--- config.mk ---
export PLATFORM = sky130hd
export DESIGN_NAME = paged_mem_reader
export DESIGN_NICKNAME = d
export VERILOG_FILES = /design/src/rtl/paged_mem_pkg.sv /design/src/rtl/pmr_skid_fifo.sv /design/src/rtl/paged_mem_reader.sv
export SDC_FILE = /design/constraint.sdc
export NUM_CORES = 1
export LEC_CHECK = 0
export ABC_AREA = 1
export BUFFER_PORTS_ARGS = -buffer_cell sky130_fd_sc_hd__buf_2
export CAP_MARGIN = 20
export CORE_MARGIN = 2
export CORE_UTILIZATION = 58
export CTS_CLUSTER_SIZE = 25
export DETAILED_ROUTE_END_ITERATION = 6
export GPL_ROUTABILITY_DRIVEN = 1
export PLACE_DENSITY = 0.8
export SLEW_MARGIN = 10
export SYNTH_ARGS = -nofsm -noshare
export SYNTH_HDL_FRONTEND = slang
export SYNTH_SLANG_ARGS = --single-unit
export TNS_END_PERCENT = 50
--- constraint.sdc ---
create_clock -name clk -period 6.2 [get_ports clk]
set_clock_uncertainty 0.05 [all_clocks]
set_input_delay 0.31 -clock clk [delete_from_list [all_inputs] [get_ports clk]]
set_output_delay 0.31 -clock clk [all_outputs]
set_load 0.01 [all_outputs]
--- src/rtl/paged_mem_pkg.sv ---
// Shared types and width helpers for the paged memory reader: FSM encoding
// and the field widths that make up a queued job record {page, nent, bx}.
package paged_mem_pkg;

   localparam int BX_W = 2;

   // Index width that never collapses to zero for one- or two-entry ranges.
   function automatic int clog2_min1(input int v);
      return (v <= 2) ? 1 : $clog2(v);
   endfunction

   typedef enum logic [2:0] {
      ST_IDLE    = 3'd0,
      ST_LOAD    = 3'd1,
      ST_READ    = 3'd2,
      ST_DRAIN   = 3'd3,
      ST_RELEASE = 3'd4
   } pmr_state_e;

endpackage

--- src/rtl/pmr_skid_fifo.sv ---
// Small register FIFO that catches port-B return data so nothing is lost
// while the downstream stalls; count feeds the reader's credit check.
module pmr_skid_fifo
   import paged_mem_pkg::*;
#(
   parameter int W     = 33,
   parameter int DEPTH = 3,
   localparam int CW   = $clog2(DEPTH + 1),
   localparam int PW   = clog2_min1(DEPTH)
) (
   input  logic          clk,
   input  logic          reset,
   input  logic          in_valid,
   input  logic [W-1:0]  in_data,
   output logic          out_valid,
   input  logic          out_ready,
   output logic [W-1:0]  out_data,
   output logic [CW-1:0] count
);

   logic [W-1:0]  mem_q [DEPTH];
   logic [W-1:0]  mem_d [DEPTH];
   logic [PW-1:0] wr_q, wr_d, rd_q, rd_d;
   logic [CW-1:0] cnt_q, cnt_d;
   logic          push, pop;

   // The writer is credit-limited, so a push never meets a full FIFO; the
   // guard only keeps the pointers sane if that contract is ever broken.
   always_comb begin
      push  = in_valid && (cnt_q != CW'(DEPTH));
      pop   = (cnt_q != '0) && out_ready;
      mem_d = mem_q;
      wr_d  = wr_q;
      rd_d  = rd_q;
      if (push) begin
         mem_d[wr_q] = in_data;
         wr_d = (wr_q == PW'(DEPTH - 1)) ? '0 : wr_q + PW'(1);
      end
      if (pop) begin
         rd_d = (rd_q == PW'(DEPTH - 1)) ? '0 : rd_q + PW'(1);
      end
      cnt_d = cnt_q + CW'(push) - CW'(pop);
   end

   always_ff @(posedge clk or posedge reset) begin
      if (reset) begin
         for (int i = 0; i < DEPTH; i++) mem_q[i] <= '0;
         wr_q  <= '0;
         rd_q  <= '0;
         cnt_q <= '0;
      end else begin
         mem_q <= mem_d;
         wr_q  <= wr_d;
         rd_q  <= rd_d;
         cnt_q <= cnt_d;
      end
   end

   assign out_valid = (cnt_q != '0);
   assign out_data  = mem_q[rd_q];
   assign count     = cnt_q;

endmodule

--- src/rtl/paged_mem_reader.sv ---
// Drains completed BRAM pages, announced by the writer, onto a valid/ready
// stream and hands each page back with a one-cycle release pulse.
module paged_mem_reader
   import paged_mem_pkg::*;
#(
   parameter int RAM_WIDTH = 32,
   parameter int RAM_DEPTH = 16,
   parameter int PAGES     = 2,
   parameter int NENT_W    = 6,
   parameter int READ_LAT  = 2,
   localparam int ADDR_W   = clog2_min1(RAM_DEPTH),
   localparam int PAGE_W   = clog2_min1(PAGES)
) (
   input  logic                 clk,
   input  logic                 reset,
   input  logic                 page_done,
   input  logic [PAGE_W-1:0]    page_in,
   input  logic [NENT_W-1:0]    nent_in,
   input  logic [BX_W-1:0]      bx_in,
   output logic                 mem_enb,
   output logic [PAGE_W-1:0]    mem_pageb,
   output logic [ADDR_W-1:0]    mem_addrb,
   input  logic [RAM_WIDTH-1:0] mem_doutb,
   output logic                 out_valid,
   input  logic                 out_ready,
   output logic [RAM_WIDTH-1:0] out_data,
   output logic [BX_W-1:0]      out_bx,
   output logic                 out_last,
   output logic                 page_release,
   output logic [PAGE_W-1:0]    release_pg,
   output logic                 busy,
   output logic                 err_ovf,
   output logic                 err_nent,
   output pmr_state_e           dbg_state
);

   localparam int SKID_D  = READ_LAT + 1;
   localparam int SKID_CW = $clog2(SKID_D + 1);
   localparam int QCW     = $clog2(PAGES + 1);

   typedef struct packed {
      logic [PAGE_W-1:0] page;
      logic [NENT_W-1:0] nent;
      logic [BX_W-1:0]   bx;
   } job_t;

   // Handshake: a beat moves on any cycle where out_valid and out_ready are
   // both high; while out_valid is high and out_ready low the beat holds.
   pmr_state_e          state_q, state_d;
   job_t                jq_q [PAGES];
   job_t                jq_d [PAGES];
   logic [PAGE_W-1:0]   jq_wr_q, jq_wr_d, jq_rd_q, jq_rd_d;
   logic [QCW-1:0]      jq_cnt_q, jq_cnt_d;
   logic [PAGE_W-1:0]   cur_page_q, cur_page_d;
   logic [NENT_W-1:0]   cur_nent_q, cur_nent_d;
   logic [BX_W-1:0]     cur_bx_q, cur_bx_d;
   logic [ADDR_W-1:0]   rd_addr_q, rd_addr_d;
   logic [SKID_CW-1:0]  infl_q, infl_d;
   logic [READ_LAT-1:0] pipe_v_q, pipe_v_d, pipe_l_q, pipe_l_d;
   logic                page_release_q, page_release_d;
   logic [PAGE_W-1:0]   release_pg_q, release_pg_d;
   logic                err_ovf_q, err_ovf_d, err_nent_q, err_nent_d;

   logic [SKID_CW-1:0]  skid_cnt;
   logic [RAM_WIDTH:0]  skid_dout;
   logic                skid_valid;
   logic                ret_valid, beat_pop;
   logic [SKID_CW:0]    occ;
   logic                issue, last_addr, q_push, q_pop, work_pending, nent_big;
   job_t                job_in, job_head;

   assign ret_valid = pipe_v_q[READ_LAT-1];
   assign beat_pop  = skid_valid && out_ready;

   always_comb begin
      nent_big     = nent_in > NENT_W'(RAM_DEPTH);
      job_in.page  = page_in;
      job_in.nent  = nent_big ? NENT_W'(RAM_DEPTH) : nent_in;
      job_in.bx    = bx_in;
      job_head     = jq_q[jq_rd_q];
      // Count the beat leaving this cycle so the loop sustains one per cycle
      // with only READ_LAT+1 skid slots.
      occ          = (SKID_CW+1)'(skid_cnt) + (SKID_CW+1)'(infl_q) - (SKID_CW+1)'(beat_pop);
      issue        = (state_q == ST_READ) && (occ < (SKID_CW+1)'(SKID_D));
      last_addr    = NENT_W'(rd_addr_q) == (cur_nent_q - NENT_W'(1));
      q_pop        = (state_q == ST_LOAD);
      q_push       = page_done && ((jq_cnt_q != QCW'(PAGES)) || q_pop);
      work_pending = (jq_cnt_q != '0) || page_done;

      jq_d    = jq_q;
      jq_wr_d = jq_wr_q;
      jq_rd_d = jq_rd_q;
      if (q_push) begin
         jq_d[jq_wr_q] = job_in;
         jq_wr_d = (jq_wr_q == PAGE_W'(PAGES - 1)) ? '0 : jq_wr_q + PAGE_W'(1);
      end
      if (q_pop) begin
         jq_rd_d = (jq_rd_q == PAGE_W'(PAGES - 1)) ? '0 : jq_rd_q + PAGE_W'(1);
      end
      jq_cnt_d   = jq_cnt_q + QCW'(q_push) - QCW'(q_pop);
      err_ovf_d  = err_ovf_q || (page_done && !q_push);
      err_nent_d = err_nent_q || (page_done && nent_big);

      state_d    = state_q;
      cur_page_d = cur_page_q;
      cur_nent_d = cur_nent_q;
      cur_bx_d   = cur_bx_q;
      rd_addr_d  = rd_addr_q;
      case (state_q)
         ST_IDLE: if (work_pending) state_d = ST_LOAD;
         ST_LOAD: begin
            cur_page_d = job_head.page;
            cur_nent_d = job_head.nent;
            cur_bx_d   = job_head.bx;
            rd_addr_d  = '0;
            state_d    = (job_head.nent == '0) ? ST_RELEASE : ST_READ;
         end
         ST_READ: begin
            if (issue) begin
               if (last_addr) state_d = ST_DRAIN;
               else           rd_addr_d = rd_addr_q + ADDR_W'(1);
            end
         end
         ST_DRAIN:   if ((infl_q == '0) && (skid_cnt == '0)) state_d = ST_RELEASE;
         ST_RELEASE: state_d = work_pending ? ST_LOAD : ST_IDLE;
         default:    state_d = ST_IDLE;
      endcase
      page_release_d = (state_d == ST_RELEASE);
      release_pg_d   = page_release_d ? cur_page_d : '0;

      pipe_v_d[0] = issue;
      pipe_l_d[0] = issue && last_addr;
      for (int i = 1; i < READ_LAT; i++) begin
         pipe_v_d[i] = pipe_v_q[i-1];
         pipe_l_d[i] = pipe_l_q[i-1];
      end
      infl_d = infl_q + SKID_CW'(issue) - SKID_CW'(ret_valid);
   end

   always_ff @(posedge clk or posedge reset) begin
      if (reset) begin
         state_q        <= ST_IDLE;
         for (int i = 0; i < PAGES; i++) jq_q[i] <= '0;
         jq_wr_q        <= '0;
         jq_rd_q        <= '0;
         jq_cnt_q       <= '0;
         cur_page_q     <= '0;
         cur_nent_q     <= '0;
         cur_bx_q       <= '0;
         rd_addr_q      <= '0;
         infl_q         <= '0;
         pipe_v_q       <= '0;
         pipe_l_q       <= '0;
         page_release_q <= 1'b0;
         release_pg_q   <= '0;
         err_ovf_q      <= 1'b0;
         err_nent_q     <= 1'b0;
      end else begin
         state_q        <= state_d;
         jq_q           <= jq_d;
         jq_wr_q        <= jq_wr_d;
         jq_rd_q        <= jq_rd_d;
         jq_cnt_q       <= jq_cnt_d;
         cur_page_q     <= cur_page_d;
         cur_nent_q     <= cur_nent_d;
         cur_bx_q       <= cur_bx_d;
         rd_addr_q      <= rd_addr_d;
         infl_q         <= infl_d;
         pipe_v_q       <= pipe_v_d;
         pipe_l_q       <= pipe_l_d;
         page_release_q <= page_release_d;
         release_pg_q   <= release_pg_d;
         err_ovf_q      <= err_ovf_d;
         err_nent_q     <= err_nent_d;
      end
   end

   pmr_skid_fifo #(
      .W     (RAM_WIDTH + 1),
      .DEPTH (SKID_D)
   ) u_skid (
      .clk       (clk),
      .reset     (reset),
      .in_valid  (ret_valid),
      .in_data   ({pipe_l_q[READ_LAT-1], mem_doutb}),
      .out_valid (skid_valid),
      .out_ready (out_ready),
      .out_data  (skid_dout),
      .count     (skid_cnt)
   );

   assign mem_enb      = issue;
   assign mem_pageb    = cur_page_q;
   assign mem_addrb    = rd_addr_q;
   assign out_valid    = skid_valid;
   assign out_data     = skid_dout[RAM_WIDTH-1:0];
   assign out_last     = skid_valid && skid_dout[RAM_WIDTH];
   assign out_bx       = cur_bx_q;
   assign page_release = page_release_q;
   assign release_pg   = release_pg_q;
   assign busy         = (state_q != ST_IDLE) || (jq_cnt_q != '0);
   assign err_ovf      = err_ovf_q;
   assign err_nent     = err_nent_q;
   assign dbg_state    = state_q;

endmodule
# == After elaboration in Yosys (flattened, before gate mapping) ==
# Cells that the tools add are included.
# totals
register_bits,153
output_inout_bits,50
# classes
magnitude_cmp,8
n_addsub,14
n_eq_ne,12
n_mux,29
n_reduce_logical,26
bitwise,4
# ops
op,count
bitwise mux 99 bit,1
2-to-1 mux 33 bit,3
binary-select mux 33 bit (select 2 bit),1
demux 33 bit (select 2 bit),1
2-to-1 mux 9 bit,4
bitwise mux 18 bit,1
2-to-1 mux 3 bit,5
case mux 3 bit (5 select lines),1
logical AND 1 bit,11
demux 9 bit (select 1 bit),1
2-to-1 mux 4 bit,2
"!= test 2 bit, second input constant",4
case mux 4 bit (2 select lines),1
adder 2 x 1 -> 2 bit,3
"== test 3 x 2 -> 1 bit, second input constant",2
"== test 3 bit, second input constant",2
== test 4 x 6 -> 1 bit,1
"greater-or-equal comparator 3 bit, second input constant",2
"greater-than comparator 6 x 5 -> 1 bit, second input constant",1
logical NOT 6 bit,1
2-to-1 mux 6 bit,1
NOT 2 -> 3 bit,2
nonzero test 2 bit,3
subtractor 2 x 1 -> 2 bit,3
21 further kinds,36

# == Logic depth before layout (Yosys ltp) ==
# depth
depth_word,9
ltp_mapped,16

# == Modules after synthesis ==
# A second synthesis with hierarchy kept.
# hier_totals
hier_cells,990
area_unflattened_um2,7903.8
# by_module_without_submodules
module,cells_per_inst,instances,seq_area_each_um2,area_per_inst_um2
pmr_skid_fifo,696,1,2627.5,5466.5
paged_mem_reader,294,1,1201.2,2437.3

# == Least setup slack after synthesis ==
# Ideal clock, no wire load.
# synth_timing
path_kind,register to register
start,"register u_skid.cnt_q[1], in the netlist u_skid.count[1]"
end,register infl_q[1]
setup_ns,0.079
path_buffers,0
arrival_ns,2.561
synth_period_minus_slack_ns,2.690
slack_ns,3.510
stages_incl_launch_ff,15
path_cell_list,dfrtp_1 nor2_1 inv_1 nand2_1 inv_1 ha_1 inv_1 ha_1 fa_1 a22oi_1 o21ai_0 nor2_4 ha_1 xnor2_1 xor2_1
# synth_between
elab_chain_cells,7
# synth_rtl
element,line_no,rtl
start: declaration,pmr_skid_fifo.sv:24,"logic [CW-1:0] cnt_q, cnt_d;"
start signal: assignment,pmr_skid_fifo.sv:55,cnt_q <= cnt_d;
nonzero test 2 bit,pmr_skid_fifo.sv:59,assign out_valid = (cnt_q != '0);
via out_valid,paged_mem_reader.sv:24,"output logic out_valid,"
logical AND 1 bit,paged_mem_reader.sv:73,assign beat_pop = skid_valid && out_ready;
via beat_pop,paged_mem_reader.sv:67,"logic ret_valid, beat_pop;"
subtractor 3 x 1 -> 3 bit,paged_mem_reader.sv:83,occ = (SKID_CW+1)'(skid_cnt) + (SKID_CW+1)'(infl_q) - (SKID_CW+1)'(beat_pop);
less-than comparator 3 x 2 -> 1 bit,paged_mem_reader.sv:84,issue = (state_q == ST_READ) && (occ < (SKID_CW+1)'(SKID_D));
logical AND 1 bit,paged_mem_reader.sv:84,
via mem_enb,paged_mem_reader.sv:20,"output logic mem_enb,"
adder 2 x 1 -> 2 bit,paged_mem_reader.sv:137,infl_d = infl_q + SKID_CW'(issue) - SKID_CW'(ret_valid);
subtractor 2 x 1 -> 2 bit,paged_mem_reader.sv:137,
via infl_d[1],paged_mem_reader.sv:58,"logic [SKID_CW-1:0] infl_q, infl_d;"
end signal: assignment,paged_mem_reader.sv:168,infl_q <= infl_d;
end: declaration,paged_mem_reader.sv:58,
# The timed path passes the listed nets, and every way through them passes these cells.
# A chain may end at the register's enable or synchronous reset.

# == Final worst setup path ==
# layout_timing
start,"register u_skid.cnt_q[0], in the netlist u_skid.count[0]"
end,output port mem_enb
# layout_between
elab_chain_cells,5
# layout_rtl
element,line_no
nonzero test 2 bit,pmr_skid_fifo.sv:59
logical AND 1 bit,paged_mem_reader.sv:73
via beat_pop,paged_mem_reader.sv:67
subtractor 3 x 1 -> 3 bit,paged_mem_reader.sv:83
less-than comparator 3 x 2 -> 1 bit,paged_mem_reader.sv:84
logical AND 1 bit,paged_mem_reader.sv:84
end: declaration,paged_mem_reader.sv:20
# The timed path passes the listed nets, and every way through them passes these cells.

==> impl_metrics.tcl <==
set metrics [dict create \
    status "complete, but fails checks" \
    violations "hold timing" \
    ys_ff_latch 153 \
    avgSynthCellArea_um2 8.53 \
    yosysSeqAreaShare 0.548 \
    clk_pin_slew_ns 0.06 \
    antenna_found_initial 0 \
    mappedNetlistArea_um2 6990 \
    synthMuxAreaShare 0 \
    die_h_um 114 \
    grt_pass1_wl_um 25700 \
    rsz0062_at_grt "no" \
    clockBufferDepth 2 \
    grt_overflow 0 \
    io_pins 95 \
    syn-num-nets 875 \
    fmax_ghz 0.307 \
    leakage_uw 0.00419 \
    place_ws_ns 3.37 \
    synth_top_family_by_area "simple AND/OR/NAND/NOR gates" \
    slew_violations 0 \
    place_congestion 0.815 \
    core_um2 11900 \
    wirelength_um 15300 \
    fp-row-count 40 \
    root_buffer "clkbuf_16" \
    peakVddDrop_mv 0.244 \
    slew_headroom 0.465 \
    cp-start-kind "flop" \
    finalPower_uw 4460 \
    detail-route-antenna-nets 0 \
    drt_pass1_iterations 5 \
    fin_tns_setup_ns 0 \
    start_util 0.587 \
    final_hold_viol_count 4 \
    htreeDepth 4 \
    hold_buffers 0 \
    cp.required_ns 5.84 \
    synthFlopType "dfrtp_1" \
    ff_latch_area_um2 3830 \
    grt_max_degree 89 \
    final_common_cell "nand2_1" \
    synth_top_cell_area_share 0.548 \
    min_period_ns 3.26 \
    finalSetupViolCount 0 \
    post_cts_buffers 0 \
    cp_max_fo 5 \
    yosys.area_share.simple 0.198 \
    final_cell_mix "nand2_1 (226), dfrtp_1 (153), o21ai_0 (120)" \
    design_area_um2 8160 \
    drive_gt1_frac 0.163 \
    die_w_um 114 \
    drt_iter0_drc 531 \
    period_share 0.525 \
    drc 0 \
    dp.final_hpwl_um 9730 \
    cts_tree "built" \
    fillCellCount 965 \
    async_reset_ff_frac 1.00 \
    via_count 5704 \
    synth.largest_area_cell "dfrtp_1" \
    track_usage 0.254 \
    syn_inst 820 \
    powerDensity_nw_per_um2 547 \
    vias_per_cell 5.37 \
    worstSetupPathType "flop to output port" \
    yosys-top-cells-area "dfrtp_1 (55%), nand2_1 (12%), o21ai_0 (8.6%)" \
    synth_xor_area_frac 0.0113 \
    numCtsBuffers 17 \
    die_area_um2 12900 \
    endpoint_kind "output port" \
    layout.nets 957 \
    synth-edff-count 0 \
    synth_compound_area_frac 0.131 \
    area_delta_synth_final_pct 16.6 \
    post_dp_cell_area_um2 7530 \
    synth_cell_types 35 \
    io_buffer_count 94 \
    worstMarginPinSlew_ns 0.803 \
    worstHoldPathType "input port to async pin" \
    grt_pass1_vias 5503 \
    ctsResizeCount 0 \
    clock_sinks 153 \
    multi_input_area_um2 2530 \
    cp.arrival_ns 2.90 \
    insertion_delay_ns 0.42 \
    ys_warn_count 0 \
    synth_fa_ha_area_frac 0.0190 \
    holdWs_ns -0.00398 \
    worst_slack_ns 2.94 \
    max_cap_viol_count 0 \
    final_core_util 0.685 \
    wl_per_cell_um 14.4 \
]
[cell families after synthesis]
logic type	Yosys count
simple gates	324
fa+ha+maj	10
compound gates	164
buf+inv	160
flops	153
xor+xnor	9
[power by group]
group | switching (µW) | internal, µW
Sequential | 231 | 1420
Combinational | 1090 | 634
Clock | 401 | 683
Total | 1720 | 2740
[per-layer routing]
metal	track usage	share of wire	vias to the layer above
li1	-	-	2769
met1	0.324	0.42	2725
met2	0.415	0.50	177
met3	0.0755	0.054	33
met4	0.0967	0.025	0
met5	0	0	-
[sequential cells by signal (all words and copies together), names as in the netlist, 2 cells and up]
signal and cells:
u_skid.wr_q 2, cur_nent_q 6, mem_addrb 4, jq_cnt_q 2
u_skid.count 2, u_skid.mem_q 99, u_skid.rd_q 2, out_bx 2
infl_q 2, pipe_l_q 2, jq_q 18, pipe_v_q 2
dbg_state 3
[worst paths after layout]
kind | from | endpoint | slack [ns] | cells after the start
max | u_skid.count[0] | mem_enb | 2.94 | 12
min | reset | u_skid.mem_q[9] | -0.004 | 2
max reg2reg | u_skid.count[0] | infl_q[1] | 3.30 | 14
min reg2reg | pipe_v_q[0] | pipe_v_q[1] | 0.30 | 0
max in group asynchronous | reset | u_skid.mem_q[64] | 4.81 | 3
min in group clk | mem_doutb[3] | u_skid.mem_q[3] | 0.06 | 3
[cell usage after synthesis, types with 2 or more instances]
cell type	instances
a21oi_1	3
clkbuf_1	14
nand4_1	2
ha_1	9
a31oi_1	3
buf_6	3
o21ai_0	120
o211ai_1	32
xnor2_1	3
nor2_8	2
dfrtp_1	153
inv_1	118
nand2_2	2
buf_2	21
o22ai_1	2
nor2_1	28
xor2_1	6
nor3_1	4
nand3_1	54
nand2_1	226
[final cells by class]
type / count / share of cell area
antenna: 1 / 0.000307
multi-input combinational: 507 / 0.310
timing repair buffer: 102 / 0.0651
inverter: 121 / 0.0566
sequential: 153 / 0.469
clock inverter: 12 / 0.0212
clock buffer: 20 / 0.0548
tap: 147 / 0.0226
[through the flow]
stage	instances	hold WS (ns)
2_1_floorplan	820	0.281
3_3_place_gp	1030	0.283
3_5_place_dp	1030	0.293
4_1_cts	1062	0.0171
5_1_grt	1062	0.0474
6_report	1063	-0.00398
[critical path: stages (launching register included)]
cell	delay [ns]
dfrtp_1	0.40
nor2_1	0.14
inv_1	0.09
nand2_1	0.08
inv_1	0.07
ha_1	0.27
inv_1	0.06
ha_1	0.19
fa_1	0.44
a22oi_1	0.20
o21ai_0	0.19
nor2_4	0.18
buf_2	0.16
Power figures use the tool's default switching activity.
